==> config.mk <==
export PLATFORM = sky130hd
export DESIGN_NAME = simon_decrypt_flat
export DESIGN_NICKNAME = d
export VERILOG_FILES = /design/src/rtl/simon_pkg.sv /design/src/rtl/simon_decrypt_if.sv /design/src/rtl/simon_key_step.sv /design/src/rtl/simon_decrypt.sv /design/src/flat_wrapper.sv
export SDC_FILE = /design/constraint.sdc
export NUM_CORES = 1
export LEC_CHECK = 0
export ABC_AREA = 1
export BUFFER_PORTS_ARGS = -buffer_cell sky130_fd_sc_hd__buf_2
export CELL_PAD_IN_SITES_DETAIL_PLACEMENT = 1
export CELL_PAD_IN_SITES_GLOBAL_PLACEMENT = 1
export CORE_MARGIN = 3
export CORE_UTILIZATION = 50
export CTS_BUF_LIST = sky130_fd_sc_hd__clkbuf_4
export DETAILED_ROUTE_END_ITERATION = 6
export PLACE_DENSITY = 0.95
export SLEW_MARGIN = 20
export SYNTH_ARGS = -nofsm -noshare
export SYNTH_HDL_FRONTEND = slang
export SYNTH_SLANG_ARGS = --single-unit
==> constraint.sdc <==
create_clock -name i_clk -period 2.6 [get_ports i_clk]
set_input_delay 0.26 -clock i_clk [delete_from_list [all_inputs] [get_ports i_clk]]
set_output_delay 0.26 -clock i_clk [all_outputs]
set_load 0.1 [all_outputs]
==> src/rtl/simon_pkg.sv <==
// Shared constants, types and round helpers for the Simon 32/64 decryptor.
package simon_pkg;

  localparam int WORD_W = 16;
  typedef logic [WORD_W-1:0] word_t;

  localparam word_t KEY_CONST = 16'hFFFC;

  // Bit n holds z0[n]: the sequence 1111101000... read from bit 0 upward.
  localparam logic [61:0] Z0 = 62'b01100111000011010100100010111110110011100001101010010001011111;

  typedef enum logic [2:0] {
    ST_IDLE,
    ST_LOAD,
    ST_EXPAND,
    ST_DECRYPT,
    ST_DONE
  } fsm_e;

  function automatic word_t ror1(input word_t v);
    return {v[0], v[15:1]};
  endfunction

  function automatic word_t ror3(input word_t v);
    return {v[2:0], v[15:3]};
  endfunction

  // Round function f(v) = (rol1 v & rol8 v) ^ rol2 v.
  function automatic word_t simon_f(input word_t v);
    return ({v[14:0], v[15]} & {v[7:0], v[15:8]}) ^ {v[13:0], v[15:14]};
  endfunction

  function automatic word_t key_mix(input word_t hi, input word_t lo);
    word_t t;
    t = ror3(hi) ^ lo;
    return t ^ ror1(t);
  endfunction

endpackage

==> src/rtl/simon_decrypt_if.sv <==
// Nibble-serial load/unload and status bundle of the Simon decryptor.
interface simon_decrypt_if;
  logic       i_shift;
  logic [3:0] i_data;
  logic [3:0] o_data;
  logic       o_busy;
  logic       o_done;

  modport slave (
    input  i_shift,
    input  i_data,
    output o_data,
    output o_busy,
    output o_done
  );

  modport master (
    output i_shift,
    output i_data,
    input  o_data,
    input  o_busy,
    input  o_done
  );
endinterface

==> src/rtl/simon_key_step.sv <==
// One Simon 32/64 key-schedule step on a four-word window, forward or inverse.
module simon_key_step
  import simon_pkg::*;
(
  input  logic [63:0] win_i,
  input  logic        inverse_i,
  input  logic        z_i,
  output logic [63:0] win_o
);

  word_t tmp_fwd;
  word_t tmp_inv;
  word_t top_new;
  word_t bot_new;

  always_comb begin
    tmp_fwd = key_mix(win_i[63:48], win_i[31:16]);
    tmp_inv = key_mix(win_i[47:32], win_i[15:0]);
    top_new = KEY_CONST ^ {15'd0, z_i} ^ win_i[15:0] ^ tmp_fwd;
    // Inverse solves the forward equation for the word that fell off the bottom.
    bot_new = KEY_CONST ^ {15'd0, z_i} ^ win_i[63:48] ^ tmp_inv;
    win_o   = inverse_i ? {win_i[47:0], bot_new} : {top_new, win_i[63:16]};
  end

endmodule

==> src/rtl/simon_decrypt.sv <==
// Simon 32/64 nibble-serial block decryptor; key is restored after each block.
// Define SIMON_DEC_ABORT_EN to let i_shift abort a running decryption.
module simon_decrypt
  import simon_pkg::*;
#(
  parameter int NUM_ROUNDS = 32
) (
  input  logic            i_clk,
  input  logic            i_rst_n,
  simon_decrypt_if.slave  bus
);

  localparam int CW = $clog2(NUM_ROUNDS);
  localparam logic [CW-1:0] EXP_LAST = CW'(NUM_ROUNDS - 5);
  localparam logic [CW-1:0] REV_LAST = CW'(NUM_ROUNDS - 5);
  localparam logic [CW-1:0] DEC_LAST = CW'(NUM_ROUNDS - 1);

  fsm_e          fsm_q, fsm_d;
  logic [63:0]   key_q, key_d;
  logic [31:0]   state_q, state_d;
  logic [CW-1:0] cnt_q, cnt_d;

  logic          busy;
  logic          shift_en;
  logic          inverse;
  logic [5:0]    z_idx;
  logic [63:0]   step_win;

  assign busy    = (fsm_q == ST_EXPAND) || (fsm_q == ST_DECRYPT);
  assign inverse = (fsm_q == ST_DECRYPT);

`ifdef SIMON_DEC_ABORT_EN
  assign shift_en = bus.i_shift;
`else
  assign shift_en = bus.i_shift & ~busy;
`endif

  // Decryption walks z0 backwards from the last index used by the expansion.
  assign z_idx = inverse ? (6'(NUM_ROUNDS - 5) - 6'(cnt_q)) : 6'(cnt_q);

  simon_key_step u_key_step (
    .win_i     (key_q),
    .inverse_i (inverse),
    .z_i       (Z0[z_idx]),
    .win_o     (step_win)
  );

  always_ff @(posedge i_clk or negedge i_rst_n) begin
    if (!i_rst_n) begin
      fsm_q   <= ST_IDLE;
      key_q   <= '0;
      state_q <= '0;
      cnt_q   <= '0;
    end else begin
      fsm_q   <= fsm_d;
      key_q   <= key_d;
      state_q <= state_d;
      cnt_q   <= cnt_d;
    end
  end

  always_comb begin
    fsm_d   = fsm_q;
    cnt_d   = cnt_q;
    key_d   = key_q;
    state_d = state_q;
    if (shift_en) begin
      fsm_d   = ST_LOAD;
      key_d   = {bus.i_data, key_q[63:4]};
      state_d = {key_q[3:0], state_q[31:4]};
    end else begin
      unique case (fsm_q)
        ST_LOAD: begin
          fsm_d = ST_EXPAND;
          cnt_d = '0;
        end
        ST_EXPAND: begin
          key_d = step_win;
          if (cnt_q == EXP_LAST) begin
            fsm_d = ST_DECRYPT;
            cnt_d = '0;
          end else begin
            cnt_d = cnt_q + CW'(1);
          end
        end
        ST_DECRYPT: begin
          state_d = {state_q[15:0],
                     state_q[31:16] ^ simon_f(state_q[15:0]) ^ key_q[63:48]};
          // Once k0..k3 are back in the window, rotate so they end in place.
          key_d   = (cnt_q <= REV_LAST) ? step_win : {key_q[47:0], key_q[63:48]};
          if (cnt_q == DEC_LAST) begin
            fsm_d = ST_DONE;
            cnt_d = '0;
          end else begin
            cnt_d = cnt_q + CW'(1);
          end
        end
        default: ;
      endcase
    end
  end

  always_comb begin
    bus.o_data = state_q[3:0];
    bus.o_busy = busy;
    bus.o_done = (fsm_q == ST_DONE);
  end

endmodule

==> src/flat_wrapper.sv <==
// flat-port wrapper written by rule: the top's interface ports become plain ports
module simon_decrypt_flat import simon_pkg::*;
#(
  parameter int NUM_ROUNDS = 32
)
  (i_clk, i_rst_n, bus_i_shift, bus_i_data, bus_o_data, bus_o_busy, bus_o_done);
  simon_decrypt_if bus_i ();
  input  logic i_clk;
  input  logic i_rst_n;
  input wire logic [$bits(bus_i.i_shift)-1:0] bus_i_shift;
  input wire logic [$bits(bus_i.i_data)-1:0] bus_i_data;
  output wire logic [$bits(bus_i.o_data)-1:0] bus_o_data;
  output wire logic [$bits(bus_i.o_busy)-1:0] bus_o_busy;
  output wire logic [$bits(bus_i.o_done)-1:0] bus_o_done;
  assign bus_i.i_shift = bus_i_shift;
  assign bus_i.i_data = bus_i_data;
  assign bus_o_data = bus_i.o_data;
  assign bus_o_busy = bus_i.o_busy;
  assign bus_o_done = bus_i.o_done;
  simon_decrypt #(.NUM_ROUNDS(NUM_ROUNDS)) u_core (.i_clk(i_clk), .i_rst_n(i_rst_n), .bus(bus_i));
endmodule
=== Word-level counts from Yosys, hierarchy flattened ===
Memories as Yosys holds them, arrays and structs flattened.
Cells that the tools add are included.
W data, S select, Z words.

* Bits in read-only memories: 64
* Output and inout bits: 6
* Memories kept: 1
* Input port bits: 7
* Register bits: 104

* Equal/unequal tests: 8
* Order comparisons: 2
* Bitwise operators: 15
* $add $sub $neg: 2
* Mux-type cells: 15
* Reductions and logical operators: 7

{| class="wikitable"
|+ Memories
! name !! words !! width !! read ports !! clocked after memory_dff !! write ports !! line !! RTL
|-
| (name not given) || 64 || 1 || 1 || 0 || 0 || simon_decrypt.sv:44 || <nowiki>.z_i (Z0[z_idx]),</nowiki>
|}

{| class="wikitable"
|+ Operator list
! cell !! number
|-
| $mux W64 || 3
|-
| $xor A16 B16 Y16 || 11
|-
| $pmux W64 S2 || 1
|-
| $mux W32 || 2
|-
| $and A16 B16 Y16 || 1
|-
| $pmux W5 S3 || 1
|-
| $eq A5 B5 Y1 const B || 2
|-
| $mux W5 || 2
|-
| $mux W3 || 3
|-
| $pmux W3 S3 || 1
|-
| $lt A6 B7 Y1 const B || 1
|-
| $eq A3 B2 Y1 const B || 2
|-
| $mux W6 || 1
|-
| $ne A3 B2 Y1 const B || 2
|-
| $reduce_bool A3 Y1 || 2
|-
| $sub A5 B5 Y6 const A || 1
|-
| $add A5 B1 Y5 const B || 1
|-
| $le A5 B5 Y1 const B || 1
|-
| $reduce_bool A4 Y1 || 1
|-
| $eq A3 B1 Y1 const B || 1
|-
| $eq A3 B3 Y1 const B || 1
|-
| $reduce_and A3 Y1 || 1
|-
| $not A1 Y1 || 2
|-
| $reduce_and A2 Y1 || 1
|-
| other kinds (4) || 4
|}

=== Logic depth before layout (Yosys ltp) ===
Gate-level depths: netlist of run 1.

* Depth in word-level cells: 10
* Depth in mapped cells: 16
* Depth with buffers taken out: 15

=== Cells and area by module ===
A second synthesis of run 1 with hierarchy kept.

* Cells, all modules: 1342
* Area, all modules: 8513.2 sq um

{| class="wikitable"
|+ By module, submodules not included
! module !! cells an instance !! area each (sq um) !! instances
|-
| simon_decrypt || 753 || 6114.6 || 1
|-
| simon_key_step || 589 || 2398.6 || 1
|}

=== Worst setup path after synthesis of run 1 ===
No wires, ideal clock.

* Path kind: reg2out
* Start point: reg u_core.fsm_q[2]
* End point: out bus_o_done
* Buffers on the path: 0
* Cell stages (with the launch flop): 3
* Arrival: 2.588 ns
* Required time: 2.340 ns
* Setup slack: -0.248 ns
* Cells stage by stage: dfrtp_1 -> inv_2 -> nor3_1

* Word-level cells in the longest chain between the ends: 1

{| class="wikitable"
|+ RTL lines
! element !! line !! RTL
|-
| start: declaration || simon_decrypt.sv:18 || <nowiki>fsm_e fsm_q, fsm_d;</nowiki>
|-
| start signal: assignment || simon_decrypt.sv:55 || <nowiki>fsm_q <= fsm_d;</nowiki>
|-
| $eq A3 B3 Y1 || simon_decrypt.sv:106 || <nowiki>bus.o_done = (fsm_q == ST_DONE);</nowiki>
|-
| end: declaration || flat_wrapper.sv:14 || <nowiki>output wire logic [$bits(bus_i.o_done)-1:0] bus_o_done;</nowiki>
|}

No other way between the ends.

=== Worst setup path after layout of run 1 ===
* Start point: reg u_core.cnt_q[2]
* End point: reg u_core.key_q[1]

* Word-level cells in the longest chain between the ends: 4

{| class="wikitable"
|+ RTL lines
! element !! line !! RTL
|-
| start: declaration || simon_decrypt.sv:21 || <nowiki>logic [CW-1:0] cnt_q, cnt_d;</nowiki>
|-
| start signal: assignment || simon_decrypt.sv:58 || <nowiki>cnt_q <= cnt_d;</nowiki>
|-
| $le A5 B5 Y1 || simon_decrypt.sv:90 || <nowiki>key_d = (cnt_q <= REV_LAST) ? step_win : {key_q[47:0], key_q[63:48]};</nowiki>
|-
| $mux W64 || simon_decrypt.sv:90 ||
|-
| $pmux W64 S2 || simon_decrypt.sv:72 || <nowiki>unique case (fsm_q)</nowiki>
|-
| $mux W64 || simon_decrypt.sv:67 || <nowiki>if (shift_en) begin</nowiki>
|-
| end signal: assignment || simon_decrypt.sv:56 || <nowiki>key_q <= key_d;</nowiki>
|-
| end: declaration || simon_decrypt.sv:19 || <nowiki>logic [63:0] key_q, key_d;</nowiki>
|}

No other way between the ends.
A chain may end at the register's enable or synchronous reset.

==> results of run 1 <==
final cells by class:
| type | count | area (µm²) | share of cell area [%] |
|---|---|---|---|
| multi-input combinational | 600 | 3710 | 51.3 |
| tap | 176 | 220 | 3.05 |
| inverter | 97 | 364 | 5.04 |
| clock inverter | 4 | 22.5 | 0.311 |
| timing repair buffer | 34 | 230 | 3.18 |
| sequential | 104 | 2600 | 36.0 |
| clock buffer | 11 | 82.6 | 1.14 |
flip-flops by register name (all words and copies together) (netlist names):
name            cells
u_core.state_q     32
u_core.key_q       64
u_core.cnt_q        5
u_core.fsm_q        3
metal layers:
layer / GRT usage, % / part of all wire [%] / wire length, µm / vias up
li1: - / - / - / 2873
met1: 42.2 / 41 / 9620 / 3242
met2: 54.1 / 48 / 11200 / 288
met3: 6.22 / 6.8 / 1570 / 75
met4: 12.7 / 3.7 / 850 / 0
met5: 0 / 0 / 0 / -
worst max path at each step:
stage          slack [ps]               end
3_3_place_gp          570   u_core.key_q[1]
4_1_cts               370   u_core.key_q[1]
3_5_place_dp          410   u_core.key_q[1]
6_report              260   u_core.key_q[1]
2_1_floorplan         530  u_core.key_q[32]
5_1_grt               170   u_core.key_q[1]
layout by cell type, fill, tap and decap left out, drive strengths merged, types with 10 or more instances in the layout:
cell       n
xnor2     38
nor2      31
dfrtp    104
o211ai    10
o2111ai   13
a21oi     38
clkbuf    11
nand3     11
o221ai    31
xor2      90
buf       33
o21ai     87
a32oi     25
inv       97
nand2    175
a22oi     14
kinds of logic (layout without fill, tap and decap cells):
group                    count (synthesis)  after routing  share of synthesized area (%)
AO/OA/AOI/OAI                          237            237                           22.5
XOR/XNOR                               128            128                           16.3
adder cells (fa/ha/maj)                  6              6                           1.09
buffers and inverters                  151            146                           8.77
flip-flops                             104            104                           37.8
AND/OR/NAND/NOR                        229            229                           13.6
critical path, delay by kind of cell (launching register included):
kind            cells  cell delay [ps]
flops               1              560
buf+inv             3              650
compound gates      4              590
simple gates        3              240
fa+ha+maj           1              220
through the flow:
| stage | utilization, % | hold slack [ps] | area, µm² |
|---|---|---|---|
| global placement | 53.3 | 336 | 7120 |
| detailed placement | 53.3 | 341 | 7120 |
| floorplan | - | -35.6 | 6890 |
| finish | 54.2 | 140 | 7230 |
| global route | 54.2 | 173 | 7230 |
| CTS | 54.2 | 123 | 7230 |
what timing repair did:
item,CTS,global route
endpoints found under the hold margin,46,0
hold buffers,1,0
gates resized for setup,0,0
==> impl_metrics.yaml, run 1 <==
logic_synthesis:
  ys_seq_area_share_pct: 37.8
  synth_flop_cell: "dfrtp_1"
  synth_cell_type_count: 38
  synth_edf_count: 0
  synthTopCellsByArea: "dfrtp_1, xor2_1, nand2_1"
  yosysTopAreaCellShare_pct: 37.8
  yosysMostFrequentCell: "nand2_1"
  synth_area_um2: 6890
  async_flop_share_pct: 100
  avgSynthCellArea_um2: 8.06
  synthCells: 855
  synth_warnings: 0
  synth_top_area_cell: "dfrtp_1"
  yosys-top-cells-count: "nand2_1, dfrtp_1, inv_1"
  ys_ff_latch: 104
  syn_nets: 868
sta:
  fin_tns_setup_ps: 0
  period_minus_slack_ps: 2340
  relSlewSlack_pct: 53.1
  finalHoldViolations: 0
  setup_violations: 0
  layout_setup_ws_ps: 262
  tightest_slew_ps: 704
  fin_skew_ps: 15.1
  fin_crit_sh_pct: 89.9
  grt_setup_unrepaired: "false"
  final_max_slew_viol_count: 0
  fmax_ghz: 0.428
route:
  first_pass_iters: 5
  drtAntennaViolNets: 0
  vias: 6478
  routedWlPerCell_um: 22.6
  drt-total-wl_mm: 23.2
  post-route-drc-count: 0
  viasPerCell: 6.31
  drtIter0Drc: 678
setup_path:
  critPathLaunch: "u_core.cnt_q[2]"
  r2r_end: "u_core.key_q[1]"
  critPathMaxFanout: 11
  r2r_setup_slack_ps: 260
  path_class: "reg2reg"
  crit_top_cell: "inv_1"
  crit_required_ps: 3040
  critPathMaxStageDelay_ps: 560
  r2r-start: "u_core.cnt_q[2]"
  reg2regPathDepth: 11
  cp.arrival_ps: 2770
  critPathCaptureType: "register"
  critPathLaunchType: "register"
  cp_cell_sequence: "inv_1 > ha_1 > nand3_1 > nand2_1 > inv_1 > nor2_1 > inv_1 > o21ai_0 > o21ai_0 > o211ai_1 > a22oi_1"
  cpMaxStageDelayCell: "dfrtp_1"
place:
  dp_slack_ps: 407
  io_buffers: 12
  finalWeightedCongestion: 0.905
  dp_hpwl_mm: 16.4
  dp.cells: 1010
floorplan:
  io-pin-count: 13
  start_util_pct: 51.6
  row_count: 42
  die_h_um: 123
  die_w_um: 123
  core-area_um2: 13300
  die_area_um2: 15200
global_route:
  track_usage_pct: 32.6
  grt_max_degree: 58
  grt-ovfl-total: 0
  grt_pass1_wl_mm: 38.1
  grt_pass1_vias: 7004
  antenna_found_initial: 0
clocking:
  numCtsBuffers: 9
  ctsRootBufferMaster: "clkbuf_4"
  cts_sinks: 104
  clockBufferDepth: 2
  clock_latency_ps: 510
  post-cts-setup-buffers: 0
  cts_tree: "done"
  h-tree-depth: 3
  clk_pin_slew_ps: 160
worst_hold_path:
  holdPathStages: 3
  whs_endpoint: "u_core.key_q[63]"
  hp-class: "in2reg"
  min_from: "bus_i_data[3]"
outcome:
  status: "finished clean"
layout:
  finalNonFillerCells: 1026
  antenna_cells: 0
  areaGrowthSynthToFinish_pct: 4.98
  fillers: 1667
  layout.nets: 859
  final_layout_size_suffix_gt1_share_pct: 7.29
run:
  maxCapViolations: 0
Power of run 1 is not shown: default switching activity piles up to over one toggle a cycle in this logic, so the estimate is an artifact.
==> run 2: changes to the inputs <==
--- a/config.mk
+++ b/config.mk
@@ -14,6 +14,7 @@
 export CTS_BUF_LIST = sky130_fd_sc_hd__clkbuf_4
 export DETAILED_ROUTE_END_ITERATION = 6
 export PLACE_DENSITY = 0.95
+export RECOVER_POWER = 100
 export SLEW_MARGIN = 20
 export SYNTH_ARGS = -nofsm -noshare
 export SYNTH_HDL_FRONTEND = slang
==> impl_metrics.yaml, run 2 (synthesized netlist as in run 1, its figures left out) <==
sta:
  grt_setup_unrepaired: "false"
  layout_setup_ws_ps: 218
  fmax_ghz: 0.420
  relSlewSlack_pct: 6.21
  fin_crit_sh_pct: 91.6
  fin_tns_setup_ps: 0
  finalHoldViolations: 0
  fin_skew_ps: 14.4
  period_minus_slack_ps: 2380
  setup_violations: 0
  final_max_slew_viol_count: 0
  tightest_slew_ps: 1410
clocking:
  clock_latency_ps: 510
  ctsRootBufferMaster: "clkbuf_4"
  cts_sinks: 104
  h-tree-depth: 3
  cts_tree: "done"
  holdBufCountCts: 1
  numCtsBuffers: 9
  clk_pin_slew_ps: 150
  clockBufferDepth: 2
  post-cts-setup-buffers: 0
  post_cts_resized: 0
route:
  drt-total-wl_mm: 23.2
  post-route-drc-count: 0
  vias: 6472
  routedWlPerCell_um: 22.6
  drtIter0Drc: 751
  viasPerCell: 6.31
  drtAntennaViolNets: 0
  first_pass_iters: 6
setup_path:
  critPathCaptureType: "register"
  critPathLaunchType: "register"
  r2r-start: "u_core.fsm_q[1]"
  critPathMaxFanout: 20
  path_class: "reg2reg"
  r2r_setup_slack_ps: 220
  r2r_end: "u_core.state_q[4]"
  cp.arrival_ps: 2750
  reg2regPathDepth: 8
  crit_required_ps: 2970
global_route:
  track_usage_pct: 32.6
  grt-ovfl-total: 0
  grt_pass1_wl_mm: 38.1
  grt_max_degree: 58
  antenna_found_initial: 0
  grt_pass1_vias: 7004
layout:
  top_regs: "u_core.key_q: 64 flops, u_core.state_q: 32 flops, u_core.cnt_q: 5 flops"
  layout.nets: 859
  areaGrowthSynthToFinish_pct: 4.58
  largest_reg_flops: 64
  final_cell_mix: "nand2_1, dfrtp_1, inv_1"
  layout_commonest_cell: "nand2_1"
  final_layout_size_suffix_gt1_share_pct: 6.47
  antenna_cells: 0
  regMostFlops: "u_core.key_q"
  fillers: 1670
floorplan:
  die_h_um: 123
  die_area_um2: 15200
  core-area_um2: 13300
  row_count: 42
  start_util_pct: 51.6
  die_w_um: 123
  io-pin-count: 13
worst_hold_path:
  hp-class: "in2reg"
  holdPathStages: 3
  whs_endpoint: "u_core.key_q[63]"
  min_from: "bus_i_data[3]"
place:
  dp_slack_ps: 407
  finalWeightedCongestion: 0.905
  dp_hpwl_mm: 16.4
  io_buffers: 12
run:
  maxCapViolations: 0
outcome:
  status: "finished clean"
[run 2: cell count changes in the layout (fill, tap and decap cells not counted), moves of 4 or more]
cell / delta
buf_4: -7
buf_2: -6
clkbuf_1: +4
clkbuf_2: +9
[run 2: area by class of cell]
type	count	area (µm²)	area share (%)
Inverter	97	364	5.05
Clock buffer	11	82.6	1.15
Clock inverter	4	22.5	0.313
Timing Repair Buffer	34	208	2.88
Tap cell	176	220	3.06
Multi-Input combinational cell	600	3700	51.4
Sequential cell	104	2600	36.1
[run 2: routing by layer]
layer | share of wire, % | GRT usage [%]
met1 | 41 | 42.2
met2 | 48 | 54.1
met3 | 7.1 | 6.22
met4 | 3.5 | 12.7
met5 | 0 | 0
[run 2: metrics by stage]
step                      hold slack (ps)  std cells  instance area [µm²]  utilization [%]
after CTS                             123       1026                 7230             54.2
final                                 140       1026                 7200             54.0
after global routing                  173       1026                 7200             54.0
after global placement                336       1010                 7120             53.3
after floorplan                     -35.6        855                 6890                -
after detailed placement              341       1010                 7120             53.3
[run 2: worst max-delay path by stage]
stage | startpoint | end | slack, ps | depth (start not counted)
3_3_place_gp | u_core.cnt_q[2] | u_core.key_q[1] | 570 | 11
2_1_floorplan | u_core.fsm_q[1] | u_core.key_q[32] | 530 | 9
5_1_grt | u_core.fsm_q[1] | u_core.state_q[4] | 90 | 8
4_1_cts | u_core.cnt_q[2] | u_core.key_q[1] | 370 | 11
3_5_place_dp | u_core.cnt_q[2] | u_core.key_q[1] | 410 | 11
6_report | u_core.fsm_q[1] | u_core.state_q[4] | 220 | 8
[run 2: critical path, stage by stage, from the launching register on]
cell	delay, ps
dfrtp_1	510
inv_2	140
nor2_4	70
nor2_2	140
buf_4	320
nor2_4	60
inv_1	450
clkbuf_2	350
o221ai_1	190
Power of run 2 is left out for the same reason.
==> run 3: changes to the inputs <==
--- a/config.mk
+++ b/config.mk
@@ -13,7 +13,7 @@
 export CORE_UTILIZATION = 50
 export CTS_BUF_LIST = sky130_fd_sc_hd__clkbuf_4
 export DETAILED_ROUTE_END_ITERATION = 6
-export PLACE_DENSITY = 0.95
+export PLACE_DENSITY = 0.89
 export RECOVER_POWER = 100
 export SLEW_MARGIN = 20
 export SYNTH_ARGS = -nofsm -noshare
==> impl_metrics.yaml, run 3 (synthesized netlist as in run 1, its figures left out) <==
worst_hold_path:
  hp-class: "in2reg"
  holdPathStages: 3
global_route:
  track_usage_pct: 31.4
  grt_pass1_vias: 6883
  grt_max_degree: 60
  antenna_found_initial: 0
  grt-ovfl-total: 0
  grt_pass1_wl_mm: 36.9
layout:
  layout.area.seq_um2: 2600
  multi_input_area_um2: 3690
  fillers: 1676
  areaGrowthSynthToFinish_pct: 4.20
  antenna_cells: 0
  layout_commonest_cell: "nand2_1"
  layout.nets: 855
  final_cell_mix: "nand2_1, dfrtp_1, inv_1"
  top_regs: "u_core.key_q: 64 flops, u_core.state_q: 32 flops, u_core.cnt_q: 5 flops"
  final_layout_size_suffix_gt1_share_pct: 6.14
  largest_reg_flops: 64
  regMostFlops: "u_core.key_q"
clocking:
  clk_pin_slew_ps: 160
  post-cts-setup-buffers: 0
  h-tree-depth: 3
  cts_tree: "done"
  clock_latency_ps: 520
  clockBufferDepth: 2
  ctsRootBufferMaster: "clkbuf_4"
  cts_sinks: 104
  numCtsBuffers: 9
outcome:
  status: "finished clean"
sta:
  fin_crit_sh_pct: 93.5
  fin_skew_ps: 15.7
  finalHoldViolations: 0
  relSlewSlack_pct: 14.5
  period_minus_slack_ps: 2430
  final_max_slew_viol_count: 0
  grt_setup_unrepaired: "false"
  fmax_ghz: 0.411
  fin_tns_setup_ps: 0
  tightest_slew_ps: 1280
  setup_violations: 0
floorplan:
  io-pin-count: 13
  start_util_pct: 51.6
  die_h_um: 123
  die_w_um: 123
  die_area_um2: 15200
  core-area_um2: 13300
  row_count: 42
setup_path:
  cp.arrival_ps: 2860
  critPathCaptureType: "register"
  critPathMaxFanout: 47
  crit_required_ps: 3030
  reg2regPathDepth: 7
  critPathLaunchType: "register"
  path_class: "reg2reg"
route:
  routedWlPerCell_um: 22.7
  drt-total-wl_mm: 23.2
  drtIter0Drc: 506
  drtAntennaViolNets: 0
  vias: 6565
  viasPerCell: 6.42
  post-route-drc-count: 0
  first_pass_iters: 6
place:
  dp_hpwl_mm: 16.2
  io_buffers: 12
  finalWeightedCongestion: 0.889
run:
  maxCapViolations: 0
[run 3: cell types whose count changed in the layout (fill, tap and decap cells not counted), sizes merged]
cell / delta
clkinvlp: -1
clkinv: +1
buf: -4
clkbuf: +1
[run 3: cell type report]
class | count | share of cell area [%]
repair buffers | 30 | 2.58
inverters | 97 | 5.07
well taps | 176 | 3.07
clock buffers | 12 | 1.26
clock inverters | 4 | 0.296
multi-input cells | 600 | 51.5
flip-flops and latches | 104 | 36.3
[run 3: critical path, cell delays in order, from the launching register on]
cell and delay [ps]:
dfrtp_1 510, inv_1 140, nor2_1 90, buf_4 190
inv_1 50, clkbuf_2 670, o21ai_0 400, a32oi_1 280
[run 3: path summary, 6_finish.rpt]
kind	startpoint	end	slack (ps)
max	u_core.fsm_q[1]	u_core.key_q[62]	170
min	bus_i_data[1]	u_core.key_q[61]	110
max reg2reg	u_core.fsm_q[1]	u_core.key_q[62]	170
min reg2reg	u_core.state_q[22]	u_core.state_q[18]	580
max in group asynchronous	i_rst_n	u_core.key_q[27]	480
min in group asynchronous	i_rst_n	u_core.cnt_q[0]	520
[run 3: layer usage]
| metal | part of all wire [%] | up-vias | track usage [%] |
|---|---|---|---|
| met5 | 0 | - | 0 |
| met1 | 41 | 3326 | 39.8 |
| met2 | 48 | 295 | 51.2 |
| met3 | 7.5 | 80 | 7.73 |
| met4 | 4.1 | 0 | 13.6 |
| li1 | - | 2864 | - |
[run 3: through the flow]
| stage | setup WS (ps) | util (%) | hold WS, ps | std cells | area, µm² |
|---|---|---|---|---|---|
| after global placement | 482 | 53.3 | 326 | 1006 | 7110 |
| after CTS | 281 | 54.2 | 105 | 1023 | 7230 |
| final | 168 | 53.8 | 107 | 1023 | 7180 |
| after floorplan | 531 | - | -35.6 | 855 | 6890 |
| after global routing | 25.5 | 53.8 | 154 | 1023 | 7180 |
| after detailed placement | 309 | 53.3 | 329 | 1006 | 7110 |
[run 3: timing repair]
| item | 4_1_cts | 5_1_grt |
|---|---|---|
| endpoints found under the hold margin | 45 | 0 |
| hold buffers | 1 | 0 |
| gates resized for setup | 0 | 0 |
| setup endpoints to repair | 0 | 0 |
Power of run 3 is left out for the same reason.
